### config.mk
export PLATFORM = sky130hd
export DESIGN_NAME = seq_detector_param
export DESIGN_NICKNAME = d
export VERILOG_FILES = /design/src/rtl/seq_detector_param_pkg.sv /design/src/rtl/seq_detector_param_next.sv /design/src/rtl/seq_detector_param.sv
export SDC_FILE = /design/constraint.sdc
export NUM_CORES = 1
export LEC_CHECK = 0
export CAP_MARGIN = 25
export CORE_MARGIN = 2
export CORE_UTILIZATION = 45
export CTS_BUF_LIST = sky130_fd_sc_hd__clkbuf_16
export CTS_CLUSTER_SIZE = 14
export DETAILED_ROUTE_END_ITERATION = 16
export GPL_TIMING_DRIVEN = 0
export MAX_ROUTING_LAYER = met4
export PLACE_DENSITY_LB_ADDON = 0.3
export SLEW_MARGIN = 20
export SYNTH_ARGS = -nofsm -noshare
export SYNTH_HDL_FRONTEND = slang
export SYNTH_SLANG_ARGS = --single-unit
### constraint.sdc
create_clock -name clk -period 2.1 [get_ports clk]
set_input_delay 0.42 -clock clk [delete_from_list [all_inputs] [get_ports clk]]
set_output_delay 0.42 -clock clk [all_outputs]
set_load 0.02 [all_outputs]
### src/rtl/seq_detector_param_pkg.sv
// Shared definitions for the serial pattern detectors: mode encoding, limits and
// elaboration-time KMP helpers (failure length and transition) reused across detectors.
package seq_detector_param_pkg;

  localparam int unsigned MAX_PAT_LEN = 32;

  typedef enum logic {
    MODE_MEALY = 1'b0,
    MODE_MOORE = 1'b1
  } mode_e;

  // Bit i of the pattern in arrival order (i=0 is the first bit received).
  function automatic logic pat_bit(input logic [MAX_PAT_LEN-1:0] pattern,
                                   input int unsigned len, input int unsigned i);
    return pattern[len-1-i];
  endfunction

  // Longest proper border of the length-k prefix.
  function automatic int unsigned fail_len(input logic [MAX_PAT_LEN-1:0] pattern,
                                           input int unsigned len, input int unsigned k);
    int unsigned best;
    logic        ok;
    best = 0;
    for (int unsigned b = 1; b < k; b++) begin
      ok = 1'b1;
      for (int unsigned i = 0; i < b; i++) begin
        if (pat_bit(pattern, len, i) != pat_bit(pattern, len, k - b + i)) ok = 1'b0;
      end
      if (ok) best = b;
    end
    return best;
  endfunction

  // KMP transition from prefix length k on input bit b.
  function automatic int unsigned next_len(input logic [MAX_PAT_LEN-1:0] pattern,
                                           input int unsigned len, input int unsigned k,
                                           input logic b);
    int unsigned cur;
    int unsigned res;
    logic        done;
    cur  = k;
    res  = 0;
    done = 1'b0;
    for (int unsigned it = 0; it <= MAX_PAT_LEN + 1; it++) begin
      if (!done) begin
        if (cur < len && pat_bit(pattern, len, cur) == b) begin
          res  = cur + 1;
          done = 1'b1;
        end else if (cur == 0) begin
          res  = 0;
          done = 1'b1;
        end else begin
          cur = fail_len(pattern, len, cur);
        end
      end
    end
    return res;
  endfunction

endpackage

### src/rtl/seq_detector_param_next.sv
// Combinational KMP transition delta(s,b); both per-state tables are folded to
// constants at elaboration so no runtime search remains.
module seq_det_next
  import seq_detector_param_pkg::*;
#(
  parameter int unsigned          PAT_LEN = 5,
  parameter logic [PAT_LEN-1:0]   PATTERN = 5'b10010,
  parameter int unsigned          SW      = 3
) (
  input  logic [SW-1:0] s,
  input  logic          b,
  output logic [SW-1:0] nxt
);

  logic [SW-1:0] nxt0 [PAT_LEN+1];
  logic [SW-1:0] nxt1 [PAT_LEN+1];

  for (genvar k = 0; k <= PAT_LEN; k++) begin : g_tab
    localparam int unsigned N0 = next_len(32'(PATTERN), PAT_LEN, k, 1'b0);
    localparam int unsigned N1 = next_len(32'(PATTERN), PAT_LEN, k, 1'b1);
    assign nxt0[k] = SW'(N0);
    assign nxt1[k] = SW'(N1);
  end

  always_comb begin
    nxt = '0;
    for (int unsigned k = 0; k <= PAT_LEN; k++) begin
      if (s == SW'(k)) nxt = b ? nxt1[k] : nxt0[k];
    end
  end

endmodule

### src/rtl/seq_detector_param.sv
// Parametrised serial pattern detector: KMP prefix-length state, Moore or Mealy det,
// optional overlap, enable qualifier and saturating match counter.
module seq_detector_param
  import seq_detector_param_pkg::*;
#(
  parameter int unsigned          PAT_LEN = 5,
  parameter logic [PAT_LEN-1:0]   PATTERN = 5'b10010,
  parameter bit                   OVERLAP = 1'b1,
  parameter bit                   MOORE   = 1'b0,
  parameter int unsigned          CNT_W   = 8
) (
  input  logic             clk,
  input  logic             rst,
  input  logic             en,
  input  logic             j,
  output logic             det,
  output logic [CNT_W-1:0] match_cnt
);

  localparam int unsigned   SW      = $clog2(PAT_LEN + 1);
  localparam mode_e         MODE    = MOORE ? MODE_MOORE : MODE_MEALY;
  localparam logic [SW-1:0] FULL    = SW'(PAT_LEN);
  localparam logic [SW-1:0] RESTART = OVERLAP ? SW'(fail_len(32'(PATTERN), PAT_LEN, PAT_LEN)) : '0;

  logic [SW-1:0] s;
  logic [SW-1:0] s_eff;
  logic [SW-1:0] nxt;
  logic          m;
  logic          det_q;

  // The Moore accept state behaves as its restart point when computing the next step.
  always_comb s_eff = (s == FULL) ? RESTART : s;

  seq_det_next #(
    .PAT_LEN (PAT_LEN),
    .PATTERN (PATTERN),
    .SW      (SW)
  ) u_next (
    .s   (s_eff),
    .b   (j),
    .nxt (nxt)
  );

  assign m = en & (nxt == FULL);

  always_ff @(posedge clk) begin
    if (rst) begin
      s     <= '0;
      det_q <= 1'b0;
    end else if (en) begin
      if (MODE == MODE_MOORE) begin
        s     <= nxt;
        det_q <= m;
      end else begin
        s     <= m ? RESTART : nxt;
        det_q <= 1'b0;
      end
    end
  end

  always_ff @(posedge clk) begin
    if (rst) begin
      match_cnt <= '0;
    end else if (m && match_cnt != '1) begin
      match_cnt <= match_cnt + 1'b1;
    end
  end

  assign det = (MODE == MODE_MOORE) ? det_q : m;

endmodule

==> summary.txt, run 1 <==
Run status
  – Status: finished clean

Min path
  – Hold Path Class: register to register
  – HP Start: s[1]$_SDFFE_PP0P_

Worst setup path
  – R2r startpoint: s[1]$_SDFFE_PP0P_
  – Worst path top cell family by delay: simple AND/OR/NAND/NOR gates
  – CP required: 1.68 ns
  – Crit path DAT: 1.63 ns
  – Nature of the critical path startpoint: primary input
  – Max incr delay on CP: 0.61 ns
  – Crit path max fanout: 6
  – Crit-path slowest cell: or4b_4
  – CP endpoint kind: primary output
  – WS Path Type: primary input to primary output
  – Crit path cell chain: dlygate4sd2_1 > or4b_4 > nor2_4 > buf_4
  – Setup crit start: j
  – CP bufs+invs: 2

STA
  – RSZ-0062 raised after global routing: no
  – FMAX: 488 MHz
  – Period minus WS final: 2.05 ns
  – Worst Skew: 0.00178 ns
  – Fin crit share: 0.975
  – Slew headroom: 0.674
  – Worst-margin pin slew: 0.489 ns
  – Hold Vio Cnt, Final: 0
  – Sum Neg Setup Slack: 0 ns
  – Endpoints failing setup: 0
  – Max Slew Vio Count: 0

Die
  – Row cnt: 13
  – Die area: 1620 um^2
  – Core area: 1270 um^2
  – IO Pins: 13
  – Die width: 40.2 um
  – Die height: 40.2 um
  – Initial core utilization: 0.465

CTS
  – Clock Path Buffers: 2
  – Clock tree root driver cell: clkbuf_16
  – Clock-pin slew of the registers on the worst-case setup and hold paths: 0.04 ns
  – Worst skew pair latency: 0.24 ns
  – CTS tree: yes
  – Postcts setup bufs: 0
  – Clock sink total: 11
  – H-tree depth: 1
  – Num CTS Buffers: 3

Placement
  – Hpwl dp: 913 um
  – IO buf count: 12
  – GPL Wtd Cong: 0.833
  – Post-DP Area: 729 um^2

Power
  – Leak pwr: 0.000301 uW
  – Power Total: 577 uW
  – Worst vdd ir: 0.355 mV
  – Pwr Density: 711 nW/um^2

Routing
  – Wire per inst: 13.8 um
  – Vias: 600
  – Drt pass-1 iters: 4
  – DR DRC count: 0
  – Total Routed Length: 1410 um
  – Starting DRT DRC Count: 13
  – Routed Antenna Nets: 0
  – Via/cell ratio: 5.88

Logic synthesis
  – Post-synth EDFFs: 0
  – Yosys warnings: 0
  – Syn Nets: 76
  – Synth async-reset ratio: 0
  – Yosys cell types: 29
  – Leading area contributor after synthesis: dfxtp_1
  – Top post-synthesis cells by area: dfxtp_1 37%, nor2_1 6.4%, nand2_1 5.1%
  – Top cell type's share of synthesized area: 0.373
  – Most frequent cell after synthesis: dfxtp_1
  – Synthesized area per cell: 8.32 um^2
  – #FFs+latches synth: 11
  – Post-Syn Area: 591 um^2
  – Register area share after synthesis: 0.373
  – Post-synthesis instance total: 71
  – Commonest cells post-synth: 11 x dfxtp_1, 10 x nor2_1, 8 x nand2_1, 5 x a21oi_1, 4 x nand3_1
  – Commonest register cell after synthesis: dfxtp_1

Cells and area
  – Finished layout cell area: 812 um^2
  – Area Overhead vs Synth: 37.5%
  – ANT cells: 0
  – Fillcell total: 123
  – Share of cells above drive strength 1: 0.115
  – Finished Core Util: 0.640
  – Net count, final: 93

Global route
  – Vias in the first global route: 486
  – GR Util All Layers: 0.204
  – Gr ovfl total: 0
  – Initial antenna violation count: 0
  – Largest net degree at the start of global routing: 11
  – First-pass GRT wire length: 2100 um

Run
  – Max cap viols: 0
[per-layer routing]
metal	track usage	wire length [um]	vias up
met5	-	0	-
met4	0.117	25	0
met3	0.0500	80	4
met2	0.290	646	20
met1	0.258	655	280
li1	-	-	296
[area by class of cell]
cell class                      instances  area, um^2  share of cell area
Timing Repair Buffer                   12         116               0.143
Multi-Input combinational cell         58         370               0.456
Tap cell                               15        18.8              0.0231
Buffer                                  1        3.75             0.00462
Clock inverter                          1        3.75             0.00462
Sequential cell                        11         220               0.271
Inverter                                1        3.75             0.00462
Clock buffer                            3        75.1              0.0924
[worst paths after layout]
| path | end | slack, ns | cells after the start |
|---|---|---|---|
| worst min register to register | s[1]$_SDFFE_PP0P_ | 0.56 | 2 |
| worst max register to register | match_cnt[7]$_SDFFE_PP0P_ | 0.33 | 4 |
| worst min-delay path | s[1]$_SDFFE_PP0P_ | 0.56 | 2 |
| worst max-delay path | det | 0.05 | 4 |
[power breakdown]
| group | internal, uW | leakage, uW | total (uW) | switching [uW] |
|---|---|---|---|---|
| logic | 8.64 | 0.000170 | 20.1 | 11.5 |
| clock network | 250 | 0.0000423 | 342 | 92.6 |
| registers | 212 | 0.0000888 | 215 | 3.10 |
[cell usage in the layout (no fill, tap or decap), drive strengths merged]
cell	Yosys	routed
a311oi	1	1
inv	1	2
o21a	1	1
a31oi	3	3
clkdlybuf4s50	0	10
nor4bb	1	1
nor4	2	2
and4bb	1	1
and2b	2	2
o21bai	1	1
mux2i	2	2
nand2	8	8
o21ai	3	3
a21oi	5	5
nand3	4	4
or2	1	1
xor2	1	1
nor2	10	10
clkbuf	1	4
or3	1	1
dlygate4sd2	0	1
nor3	4	4
and2	1	1
or4b	1	1
dfxtp	11	11
nor4b	1	1
nand4	2	2
o211ai	1	1
ha	1	1
buf	0	1
[stage by stage]
step	cells	setup WS, ns	hold WS, ns
floorplan	71	0.314	0.503
global route	102	0.0237	0.606
global placement	98	-0.659	0.535
CTS	102	0.0719	0.557
detailed placement	98	-0.660	0.544
finish	102	0.0527	0.557
[tightest hold or removal path, stage by stage (launching register included)]
cell,delay (ns)
dfxtp_1,0.36
nand2_1,0.09
a21oi_1,0.05
[cell families after synthesis]
group | count (synthesis) | share of synthesized area
simple gates | 39 | 0.392
compound gates | 15 | 0.153
flops | 11 | 0.373
buf+inv | 2 | 0.0127
mux | 2 | 0.0339
xor+xnor | 1 | 0.0148
fa+ha+maj | 1 | 0.0212
[registers in the layout, summed over array words and instances (netlist names)]
signal,cells
match_cnt,8
s,3
[what timing repair did]
| item | 4_1_cts | 5_1_grt |
|---|---|---|
| endpoints found under the setup margin | 1 | 0 |
| hold buffers | 0 | 0 |
| resized for setup | 8 | 0 |
| endpoints found under the hold margin | 0 | 0 |
Power figures use the tool's default switching activity.
==> run 2, diff against run 1 <==
--- a/config.mk
+++ b/config.mk
@@ -9,11 +9,14 @@
 export CORE_MARGIN = 2
 export CORE_UTILIZATION = 45
 export CTS_BUF_LIST = sky130_fd_sc_hd__clkbuf_16
+export CTS_CLUSTER_DIAMETER = 30
 export CTS_CLUSTER_SIZE = 14
 export DETAILED_ROUTE_END_ITERATION = 16
 export GPL_TIMING_DRIVEN = 0
 export MAX_ROUTING_LAYER = met4
 export PLACE_DENSITY_LB_ADDON = 0.3
+export SETUP_SLACK_MARGIN = 0.4
+export SKIP_LAST_GASP = 1
 export SLEW_MARGIN = 20
 export SYNTH_ARGS = -nofsm -noshare
 export SYNTH_HDL_FRONTEND = slang
==> summary.txt, run 2 (same netlist as run 1, synthesis figures left out) <==
CTS
  – Clock Path Buffers: 2 (unchanged)
  – CTS tree: yes
  – Num CTS Buffers: 3 (unchanged)
  – Clock tree root driver cell: clkbuf_16
  – Clock-pin slew of the registers on the worst-case setup and hold paths: 0.04 ns (about the same)
  – Worst skew pair latency: 0.23 ns (about the same)
  – Clock sink total: 11 (unchanged)
  – H-tree depth: 1 (unchanged)

Worst setup path
  – Crit path max fanout: 2 (-4)
  – CP endpoint kind: primary output
  – Crit path cell chain: or4b_4 > nor2_4 > buf_6
  – Max incr delay on CP: 0.53 ns (-0.08 ns)
  – CP required: 1.68 ns (about the same)
  – WS Path Type: register to primary output
  – Nature of the critical path startpoint: register
  – Worst path top cell family by delay: simple AND/OR/NAND/NOR gates
  – Critical Path Stages: 3 (-1)
  – R2r worst-path depth: 5 (+1)
  – Crit-path slowest cell: or4b_4
  – Crit path DAT: 1.34 ns (-0.29 ns)
  – CP bufs+invs: 1 (-1)

Power
  – Pwr Density: 650 nW/um^2 (-8.5%)
  – Gate power share: 0.040 (+0.005)
  – Clock Power Share: 0.590 (-0.003)
  – Switch Pwr: 103 uW (-3.5%)
  – Flop pwr share: 0.370 (-0.002)
  – Worst vdd ir: 0.570 mV (+60%)
  – Internal power: 469 uW (-0.14%)
  – Switch share: 0.181 (-0.00507)
  – Power Total: 573 uW (-0.76%)
  – Leak pwr: 0.000471 uW (+56%)

STA
  – Worst Skew: 0.00189 ns (+0.000108 ns)
  – Max Slew Vio Count: 0 (unchanged)
  – Final WS setup: 0.339 ns (+0.286 ns)
  – FMAX: 568 MHz (+16%)
  – RSZ-0062 raised after global routing: yes
  – Worst-margin pin slew: 0.517 ns (+0.0271 ns)
  – Period minus WS final: 1.76 ns (-0.286 ns)
  – Hold Vio Cnt, Final: 0 (unchanged)
  – Slew headroom: 0.656 (-0.0181)
  – Endpoints failing setup: 0 (unchanged)
  – Fin crit share: 0.839 (-0.136)

Global route
  – Initial antenna violation count: 0 (unchanged)
  – Vias in the first global route: 516 (+6.2%)
  – First-pass GRT wire length: 2130 um (+1.7%)
  – Largest net degree at the start of global routing: 11 (unchanged)
  – Gr ovfl total: 0 (unchanged)
  – GR Util All Layers: 0.208 (+0.00471)

Placement
  – Dpl cells: 98 (unchanged)
  – IO buf count: 12 (unchanged)
  – GPL Wtd Cong: 0.729 (-12%)
  – Pre-CTS setup slack: -0.587 ns (+0.0728 ns)
  – Hpwl dp: 874 um (-4.3%)

Cells and area
  – ANT cells: 0 (unchanged)
  – Fillcell total: 102 (-17%)
  – Area Overhead vs Synth: 49.2%
  – Final std cells w/o fill: 106 (+3.9%)
  – Net count, final: 97 (+4.3%)
  – Top Registers: match_cnt x8, s x3
  – Share of cells above drive strength 1: 0.220 (+0.105)
  – Most flops, register: match_cnt
  – Most frequent cells in the layout: 9 x nor2_1, 8 x nand2_1, 8 x dlymetal6s2s_1, 8 x dfxtp_1, 5 x a21oi_1
  – Max FFs per register: 8 (unchanged)
  – Most common cell after layout, fill and taps aside: nor2_1

Run status
  – Status: finished clean

Run
  – Max cap viols: 0 (unchanged)

Routing
  – Routed Antenna Nets: 0 (unchanged)
  – Drt pass-1 iters: 4 (unchanged)
  – Wire per inst: 12.5 um (-9.1%)
  – DR DRC count: 0 (unchanged)
  – Vias: 584 (-2.7%)
  – Total Routed Length: 1330 um (-5.5%)
  – Via/cell ratio: 5.51 (-6.3%)
  – Starting DRT DRC Count: 7 (-6)

Die
  – Core area: 1270 um^2 (unchanged)
  – Row cnt: 13 (unchanged)
  – Die area: 1620 um^2 (unchanged)
  – Die width: 40.2 um (unchanged)
  – Initial core utilization: 0.465 (unchanged)
  – Die height: 40.2 um (unchanged)
  – IO Pins: 13 (unchanged)

Min path
  – Hold Path Class: primary input to register
  – Hold depth: 3 (+1)
-- run 2: cell types whose count changed in the layout (fill, tap and decap cells not counted) --
cell             change
inv_2                +1
buf_6                +2
dfxtp_2              +1
clkdlybuf4s50_1      -9
or3_1                -1
dlymetal6s2s_1       +8
or3_4                +1
dfxtp_1              -3
inv_1                -1
dfxtp_4              +2
buf_4                +3
-- run 2: through the flow --
step	setup TNS, ns	instance area [um^2]	util	hold slack [ns]
global placement	-0.934	732	0.577	0.534
CTS	0	857	0.676	0.475
floorplan	0	593	-	0.504
finish	0	881	0.694	0.473
global route	0	881	0.694	0.500
detailed placement	-1.01	732	0.577	0.544
-- run 2: worst paths after layout --
check | from | endpoint | slack, ns
min | j | s[1]$_SDFFE_PP0P_ | 0.47
max reg2reg | s[1]$_SDFFE_PP0P_ | match_cnt[4]$_SDFFE_PP0P_ | 0.34
min reg2reg | s[2]$_SDFFE_PP0P_ | s[2]$_SDFFE_PP0P_ | 0.53
max | s[1]$_SDFFE_PP0P_ | det | 0.34
-- run 2: layout make-up --
| type | instances | area (um^2) | area share |
|---|---|---|---|
| clock buffers | 3 | 75.1 | 0.0852 |
| plain buffers | 1 | 3.75 | 0.00426 |
| multi-input cells | 58 | 375 | 0.426 |
| inverters | 1 | 3.75 | 0.00426 |
| well taps | 15 | 18.8 | 0.0213 |
| clock inverters | 1 | 3.75 | 0.00426 |
| flip-flops and latches | 11 | 229 | 0.260 |
| repair buffers | 16 | 171 | 0.195 |
-- run 2: what timing repair did --
item	4_1_cts	5_1_grt
pin swaps	3	2
gates resized for setup	19	10
setup buffers	4	0
hold buffers	0	0
setup endpoints to repair	7	11
-- run 2: worst register-to-register path, cell delays in order (launching register included) --
cell and delay (ns):
dfxtp_4 0.33, or4b_4 0.53, buf_4 0.17, or3_4 0.38, mux2i_1 0.15, nor2_1 0.05
-- run 2: routing by layer --
layer  GRT usage  routed length [um]
met1       0.238                 617
met2       0.327                 641
met3      0.0500                  54
met4       0.125                  17
met5           -                   0
-- run 2: power by group through the flow --
stage                     clock network (uW)  registers (uW)  logic [uW]
final                                    338             212        23.1
after global routing                     350             212        26.1
after CTS                                344             213        23.2
after detailed placement                   0             218        20.3
after global placement                     0             218        19.7
after floorplan                            0             217        10.0
